## src/rtl/load_store_unit_pkg.sv

```systemverilog
// Shared definitions for the load/store unit slice.
//   - MMU width codes driven onto mmu_data_width
//   - RV32 load/store funct3 encodings (stores reuse the LB/LH/LW codes)
//   - LSU FSM state type
package load_store_unit_pkg;

  localparam logic [1:0] MMU_WIDTH_BYTE = 2'b00;
  localparam logic [1:0] MMU_WIDTH_HALF = 2'b01;
  localparam logic [1:0] MMU_WIDTH_WORD = 2'b10;

  localparam logic [2:0] F3_LB  = 3'b000;
  localparam logic [2:0] F3_LH  = 3'b001;
  localparam logic [2:0] F3_LW  = 3'b010;
  localparam logic [2:0] F3_LBU = 3'b100;
  localparam logic [2:0] F3_LHU = 3'b101;
  localparam logic [2:0] F3_SB  = 3'b000;
  localparam logic [2:0] F3_SH  = 3'b001;
  localparam logic [2:0] F3_SW  = 3'b010;

  typedef enum logic [1:0] {
    LSU_IDLE  = 2'd0,
    LSU_ISSUE = 2'd1,
    LSU_WAIT  = 2'd2,
    LSU_RESP  = 2'd3
  } lsu_state_t;

endpackage

```

## src/rtl/load_store_unit_decode.sv

```systemverilog
// lsu_decode: combinational funct3/address decode for the load/store unit.
// Ports:
//   store       in   1  1 = store, 0 = load
//   funct3      in   3  RV32 funct3
//   addr_lo     in   2  low two address bits
//   width       out  2  MMU_WIDTH_* code
//   signed_read out  1  sign-extend load result (LB/LH only)
//   misaligned  out  1  half on odd address or word not 4-byte aligned
//   illegal     out  1  funct3 not a legal load/store encoding
module lsu_decode
  import load_store_unit_pkg::*;
(
  input  logic       store,
  input  logic [2:0] funct3,
  input  logic [1:0] addr_lo,
  output logic [1:0] width,
  output logic       signed_read,
  output logic       misaligned,
  output logic       illegal
);

  always_comb begin
    width       = MMU_WIDTH_BYTE;
    signed_read = 1'b0;
    illegal     = 1'b0;
    case (funct3)
      F3_LB: begin
        width       = MMU_WIDTH_BYTE;
        signed_read = ~store;
      end
      F3_LH: begin
        width       = MMU_WIDTH_HALF;
        signed_read = ~store;
      end
      F3_LW: width = MMU_WIDTH_WORD;
      F3_LBU: begin
        width   = MMU_WIDTH_BYTE;
        illegal = store;
      end
      F3_LHU: begin
        width   = MMU_WIDTH_HALF;
        illegal = store;
      end
      default: illegal = 1'b1;
    endcase
  end

  // Alignment only matters for legal encodings; illegal ones error anyway.
  always_comb begin
    misaligned = 1'b0;
    if (!illegal) begin
      misaligned = ((width == MMU_WIDTH_HALF) && addr_lo[0]) ||
                   ((width == MMU_WIDTH_WORD) && (addr_lo != 2'b00));
    end
  end

endmodule

```

## src/rtl/load_store_unit.sv

```systemverilog
// load_store_unit: memory-stage front end for the mmu.
// Accepts one load/store request at a time, decodes funct3 into mmu width/sign
// controls, rejects misaligned/illegal accesses, holds the mmu enables until
// mmu_ready (or a timeout) and returns one registered response per request.
// Ports:
//   clk, reset (async active-low)
//   req_valid/req_ready handshake; req_store, req_funct3, req_addr, req_wdata
//   resp_valid (1-cycle pulse), resp_rdata, resp_error
//   mmu_write_enable, mmu_read_enable, mmu_signed_read, mmu_data_width,
//   mmu_address, mmu_data_in (registered, to mmu); mmu_data_out, mmu_ready (from mmu)
module load_store_unit
  import load_store_unit_pkg::*;
#(
  parameter int unsigned TIMEOUT_CYCLES = 255
) (
  input  logic        clk,
  input  logic        reset,
  input  logic        req_valid,
  output logic        req_ready,
  input  logic        req_store,
  input  logic [2:0]  req_funct3,
  input  logic [31:0] req_addr,
  input  logic [31:0] req_wdata,
  output logic        resp_valid,
  output logic [31:0] resp_rdata,
  output logic        resp_error,
  output logic        mmu_write_enable,
  output logic        mmu_read_enable,
  output logic        mmu_signed_read,
  output logic [1:0]  mmu_data_width,
  output logic [31:0] mmu_address,
  output logic [31:0] mmu_data_in,
  input  logic [31:0] mmu_data_out,
  input  logic        mmu_ready
);

  localparam int unsigned CW = $clog2(TIMEOUT_CYCLES + 1);

  lsu_state_t    state;
  logic [CW-1:0] wait_cnt;
  logic [CW-1:0] wait_cnt_next;
  logic          timeout;
  logic          store_q;

  logic [1:0]    dec_width;
  logic          dec_signed;
  logic          dec_misaligned;
  logic          dec_illegal;

  lsu_decode u_decode (
    .store       (req_store),
    .funct3      (req_funct3),
    .addr_lo     (req_addr[1:0]),
    .width       (dec_width),
    .signed_read (dec_signed),
    .misaligned  (dec_misaligned),
    .illegal     (dec_illegal)
  );

  // Timeout fires on the TIMEOUT_CYCLES-th WAIT cycle, so WAIT never
  // lasts longer than TIMEOUT_CYCLES cycles.
  always_comb begin
    wait_cnt_next = wait_cnt + 1'b1;
    timeout       = (wait_cnt_next == CW'(TIMEOUT_CYCLES));
  end

  always_ff @(posedge clk or negedge reset) begin
    if (!reset) begin
      state            <= LSU_IDLE;
      wait_cnt         <= '0;
      store_q          <= 1'b0;
      req_ready        <= 1'b1;
      resp_valid       <= 1'b0;
      resp_rdata       <= '0;
      resp_error       <= 1'b0;
      mmu_write_enable <= 1'b0;
      mmu_read_enable  <= 1'b0;
      mmu_signed_read  <= 1'b0;
      mmu_data_width   <= MMU_WIDTH_BYTE;
      mmu_address      <= '0;
      mmu_data_in      <= '0;
    end else begin
      resp_valid <= 1'b0;
      case (state)
        LSU_IDLE: begin
          if (req_valid) begin
            store_q         <= req_store;
            mmu_address     <= req_addr;
            mmu_data_in     <= req_wdata;
            mmu_data_width  <= dec_width;
            mmu_signed_read <= dec_signed;
            req_ready       <= 1'b0;
            if (dec_illegal || dec_misaligned) begin
              resp_valid <= 1'b1;
              resp_error <= 1'b1;
              resp_rdata <= '0;
              state      <= LSU_RESP;
            end else begin
              mmu_read_enable  <= ~req_store;
              mmu_write_enable <= req_store;
              state            <= LSU_ISSUE;
            end
          end
        end
        // mmu_ready may still be high from the previous access; not sampled here.
        LSU_ISSUE: begin
          wait_cnt <= '0;
          state    <= LSU_WAIT;
        end
        LSU_WAIT: begin
          wait_cnt <= wait_cnt_next;
          if (mmu_ready) begin
            mmu_read_enable  <= 1'b0;
            mmu_write_enable <= 1'b0;
            resp_valid       <= 1'b1;
            resp_error       <= 1'b0;
            resp_rdata       <= store_q ? '0 : mmu_data_out;
            state            <= LSU_RESP;
          end else if (timeout) begin
            mmu_read_enable  <= 1'b0;
            mmu_write_enable <= 1'b0;
            resp_valid       <= 1'b1;
            resp_error       <= 1'b1;
            resp_rdata       <= '0;
            state            <= LSU_RESP;
          end
        end
        LSU_RESP: begin
          wait_cnt  <= '0;
          req_ready <= 1'b1;
          state     <= LSU_IDLE;
        end
        default: begin
          req_ready <= 1'b1;
          state     <= LSU_IDLE;
        end
      endcase
    end
  end

endmodule

```

## config.mk

```make
export PLATFORM = sky130hd
export DESIGN_NAME = load_store_unit
export DESIGN_NICKNAME = d
export VERILOG_FILES = /design/src/rtl/load_store_unit_pkg.sv /design/src/rtl/load_store_unit_decode.sv /design/src/rtl/load_store_unit.sv
export SDC_FILE = /design/constraint.sdc
export NUM_CORES = 1
export LEC_CHECK = 0
export ABC_AREA = 1
export BUFFER_PORTS_ARGS = -buffer_cell sky130_fd_sc_hd__clkbuf_2
export CAP_MARGIN = 0
export CORE_MARGIN = 2
export CORE_UTILIZATION = 30
export DETAILED_ROUTE_END_ITERATION = 10
export HOLD_SLACK_MARGIN = 0.05
export PLACE_DENSITY = 0.52
export RECOVER_POWER = 100
export SYNTH_ARGS = -nofsm -noshare
export SYNTH_HDL_FRONTEND = slang
export SYNTH_SLANG_ARGS = --single-unit
```

## constraint.sdc

```tcl
create_clock -name clk -period 2.6 [get_ports clk]
set_input_delay 0.13 -clock clk [delete_from_list [all_inputs] [get_ports clk]]
set_output_delay 0.13 -clock clk [all_outputs]
set_load 0.02 [all_outputs]
```

# Word-level counts from Yosys, hierarchy flattened
# Index checks and enable logic that the tools add are counted.
[word_totals]
inputBits = 104
ff_bits = 115
wordCells = 85
[classes]
n_addsub = 1
eq_ne = 14
n_reduce_logical = 20
bitwise = 1
mux = 36
[op_table]
columns = ["cell", "count"]
rows = [
  ["32-bit two-way mux", 5],
  ["32-bit case mux with 2 select lines", 1],
  ["1-bit two-way mux", 17],
  ["8-bit case mux with 2 select lines", 1],
  ["1-bit case mux with 2 select lines", 6],
  ["8-bit by 1-bit adder with 8-bit output, second input constant", 1],
  ["8-bit equality test, second input constant", 1],
  ["2-bit two-way mux", 4],
  ["2-bit case mux with 4 select lines", 1],
  ["4-bit AND reduction", 2],
  ["2-bit nonzero test", 4],
  ["2-bit OR reduction", 4],
  ["2-bit equality test, second input constant", 3],
  ["3-bit equality test, second input constant", 2],
  ["2-bit != test, second input constant", 3],
  ["2-bit AND reduction", 3],
  ["2-bit by 1-bit equality test with 1-bit output, second input constant", 2],
  ["2-bit case mux with 2 select lines", 1],
  ["3-bit by 1-bit equality test with 1-bit output, second input constant", 1],
  ["3-bit by 2-bit equality test with 1-bit output, second input constant", 1],
  ["3-bit zero test", 1],
  ["3-bit != test, second input constant", 1],
  ["3-bit OR reduction", 1],
  ["1-bit logical AND", 2],
  ["other kinds (3)", 4],
]

# Longest topological paths before layout
[logic_depth]
word_depth = 11
ltp_mapped = 13
depth_no_buf = 12

# Hierarchy
# Synthesis repeated with hierarchy kept, for this count alone.
[unflattened]
cells_unflattened = 632
hier_area_um2 = 5163.7
[modules_own_cells]
columns = ["mod", "cells_each", "n_inst", "area_each_um2"]
rows = [
  ["load_store_unit", 613, 1, 5079.9],
  ["lsu_decode", 19, 1, 83.8],
]

# Worst setup path after synthesis
# No wires, ideal clock.
[synth_path]
path_type = "reg2reg"
startpoint = "register state[0]"
endpoint = "register resp_rdata[0]"
path_stages_with_launch = 10
arrival_ps = 1654
synth_period_minus_slack_ps = 1720
setup_slack_ps = 880
required_ps = 2535
n_path_buf = 2
cell_sequence = "dfrtp_1 inv_1 ha_1 nand2_1 or2_2 clkbuf_1 buf_2 nor2_1 nand4_1 nand2_1"
[synth_between]
elab_chain_cells = 3
word_cells_on_any_way = 8
[synth_lines]
columns = ["element", "line", "rtl"]
rows = [
  ["from (decl)", "load_store_unit.sv:39", "lsu_state_t state;"],
  ["from (signal assigned)", "load_store_unit.sv:69", "state <= LSU_IDLE;"],
  ["from (signal assigned)", "load_store_unit.sv:97", "state <= LSU_RESP;"],
  ["from (signal assigned)", "load_store_unit.sv:101", "state <= LSU_ISSUE;"],
  ["2-bit equality test or 2-bit zero test (tied branches)", "load_store_unit.sv:84", "case (state)"],
  ["3-bit != test (no source line) (tied with other cells)", "--", ""],
  ["4-bit AND reduction (no source line)", "--", ""],
  ["to (signal assigned)", "load_store_unit.sv:117", "resp_rdata <= store_q ? '0 : mmu_data_out;"],
  ["to (decl)", "load_store_unit.sv:25", "output logic [31:0] resp_rdata,"],
]
# Parallel ways exist; a longest one is shown, timed or not.
# A chain may end at the register's enable or synchronous reset.

# Worst setup path after layout
[layout_path]
startpoint = "register state[0]"
endpoint = "register mmu_signed_read"
[layout_between]
elab_chain_cells = 2
[layout_lines]
columns = ["element", "line", "rtl"]
rows = [
  ["2-bit zero test", "load_store_unit.sv:84", ""],
  ["2-bit AND reduction (no source line)", "--", ""],
  ["to (signal assigned)", "load_store_unit.sv:91", "mmu_signed_read <= dec_signed;"],
  ["to (decl)", "load_store_unit.sv:29", "output logic mmu_signed_read,"],
]
# No other way between the ends.

==> results.ini <==
[run_status]
outcome=finished clean

[die]
core.rowCount=47
io-pin-count=208
die_area_um2=18070
die_w_um=134.4
start_util_pct=30.78
die_h_um=134.4
core_um2=16580

[finish]
fillers=1624
fin_nets=1037
area_growth_syn_to_layout_pct=53.57
post-route-util_pct=47.26
diodes=0
final_layout_size_suffix_gt1_share_pct=16.19
seqCellArea_um2=2879
multiInputGateArea_um2=1838

[route]
vias_per_cell=4.331
routedWlPerCell_um=12.91
postRouteAntennaNets=0
route.vias.total=5020
dr.pass1.iters=4
drt_iter0_drc=275
drc_errors=0
wirelength_um=14970

[timing]
slew_headroom_pct=28.36
post-route-period-util_pct=91.04
rsz0062_at_grt=false
finClkSkew_ns=0.01030
setup_tns_ns=0
worst_pin_slew_ns=1.075
hold_viol_final=0
slew_violations=0
fmax_mhz=422.5
setup_violations=0
post-route-min-period_ns=2.367

[clock_network]
post-cts-setup-buffers=0
worstSkewPairLatency_ns=0.41
cts-htree-levels=4
cts_num_sinks=115
path_clk_slew_ns=0.06
cts_root_buf=clkbuf_16
cts_tree=yes
cts_buffers=17
cts_hold_buf=104
max-clock-path-buffers=2
cts_resized=0

[critical_path]
startpoint_type=register
cp_data_arrival_time_ns=2.65
cpPeakStageDelay_ns=0.59
worst-setup-path-type=register to register
path_cells=inv_1, ha_1, nand2_2, buf_4, o31ai_1, dlygate4sd3_1
critPathBufInv=3
worstPathMaxFanout=71
slowest_stage=buf_4
critical-path-top-delay-family=buffers and inverters
crit_path_end_kind=register
required_ns=2.89

[global_routing]
grt_max_degree=72
met3_usage_pct=5.669
grtUsageMet1_pct=22.91
grt_pass1_vias=5066
antenna_found_initial=0
grt_pass1_wl_um=24670
gr-usage-met2_pct=26.19
track_usage_pct=17.02
busiest_layer=met2
grt_overflow_total=0

[synthesis]
muxShareOfSynthArea_pct=0.1961
synth-seq-area-share_pct=56.41
synth_area_per_cell_um2=8.245
synth_cell_types=29
synth-simple-area-share_pct=31.70
ys.warnings.count=0
synth_nets=730
synthAdderAreaFrac_pct=1.716
synthXorXnorAreaFrac_pct=0.3432
ys_seq_elements=115
synth_area_um2=5104
yosys.area.top_type=dfrtp_1
synth_top_area_share_pct=55.90
yosys-top-cells-area=dfrtp_1, nand2_1, nand4_1
synthCells=619
synth_top_family_by_area=simple AND/OR/NAND/NOR gates
synth_compound_gate_area_share_pct=2.108

[placed_design]
dpl.hpwl_um=9452
routabilityCongestion=0.7604
io_buffers=207

[power_and_ir_drop]
power.density_nw_per_um2=1153
p_leak_uw=0.004166
total_power_uw=9034
vdd_drop_max_uv=536.7

[flow_run]
cap_violations=0

[hold_path]
hold_path_class=input port to asynchronous set/reset pin

==> cells in the mapped netlist, drive strengths merged <==
library cell,number
nand2,302
dfrtp,114
inv,48
nor2,44
nand4,36
buf,22
clkbuf,11
nand3,9
o21ai,8
ha,7
o22ai,4
a21oi,2
clkinv,2
xor2,2
a22o,1
dfstp,1
mux2i,1
nor3,1
o21bai,1
o2bb2ai,1
o31ai,1
or2,1
==> flip-flops by register name, indices dropped and copies added (netlist names), 2 cells and up <==
signal and cells:
mmu_address 32, mmu_data_in 32, resp_rdata 32, wait_cnt 8, mmu_data_width 2, state 2
==> metrics by stage <==
stage | hold WS (ns) | instances | area (µm²) | setup WS (ns)
2_1_floorplan | -0.1656 | 619 | 5104 | 0.8805
3_3_place_gp | 0.1629 | 1023 | 6324 | 0.5029
3_5_place_dp | 0.1603 | 1023 | 6324 | 0.4366
4_1_cts | 0.2500 | 1159 | 7980 | 0.1758
5_1_grt | 0.4597 | 1159 | 7838 | 0.006001
6_report | 0.4496 | 1159 | 7838 | 0.2330
==> power breakdown <==
group / total (µW) / internal (µW) / switching, µW / leakage (µW)
clock network: 2450 / 1600 / 849 / 0.000301
logic: 3600 / 1040 / 2560 / 0.00238
registers: 2980 / 2550 / 435 / 0.00148
==> layer usage <==
metal  routed length [µm]  vias up
met5                    0        -
met4                  148        0
met3                 1043       15
met2                 6706      186
met1                 7066     2290
li1                     -     2529
==> path summary, 6_finish.rpt <==
check                                from              end  slack, ns  depth (start not counted)
max in group asynchronous           reset   resp_rdata[23]       0.82                          3
setup reg to reg                 state[0]  mmu_signed_read       0.23                          6
min in group clk             req_addr[30]  mmu_address[30]       0.45                          4
setup / recovery                 state[0]  mmu_signed_read       0.23                          6
hold / removal                      reset    resp_rdata[7]       0.45                          2
hold reg to reg            resp_rdata[25]   resp_rdata[25]       0.47                          2
==> kinds of logic after synthesis <==
family | Yosys count
XOR/XNOR | 2
multiplexers | 1
AO/OA/AOI/OAI | 18
flip-flops | 115
buffers and inverters | 83
AND/OR/NAND/NOR | 393
adder cells (fa/ha/maj) | 7
==> worst register-to-register path: stages, from the launching register on <==
cell and delay, ns:
dfrtp_1 0.37, inv_1 0.11, ha_1 0.31, nand2_2 0.12, buf_4 0.59, o31ai_1 0.15
dlygate4sd3_1 0.58
==> placed cells by master, fill, tap and decap left out, types with 3 or more instances in the layout <==
cell	netlist	layout
o21ai_0	6	8
nand2_1	301	301
dfrtp_1	114	114
clkinv_2	0	4
buf_4	0	6
nor2_1	40	41
nor2_2	4	3
nand3_1	7	7
clkbuf_16	0	17
nand4_1	36	36
inv_1	47	47
ha_1	7	7
clkbuf_2	0	105
bufinv_16	0	4
clkbuf_1	11	106
dlygate4sd3_1	0	104
o22ai_1	4	4
==> layout make-up <==
type | instances | share of cell area, %
Inverter | 50 | 2.395
Multi-Input combinational cell | 421 | 23.45
Sequential cell | 115 | 36.73
Clock inverter | 13 | 2.331
Tap cell | 220 | 3.512
Timing Repair Buffer | 321 | 26.05
Clock buffer | 19 | 5.524
Note: power is estimated with default switching activity, not from simulation.
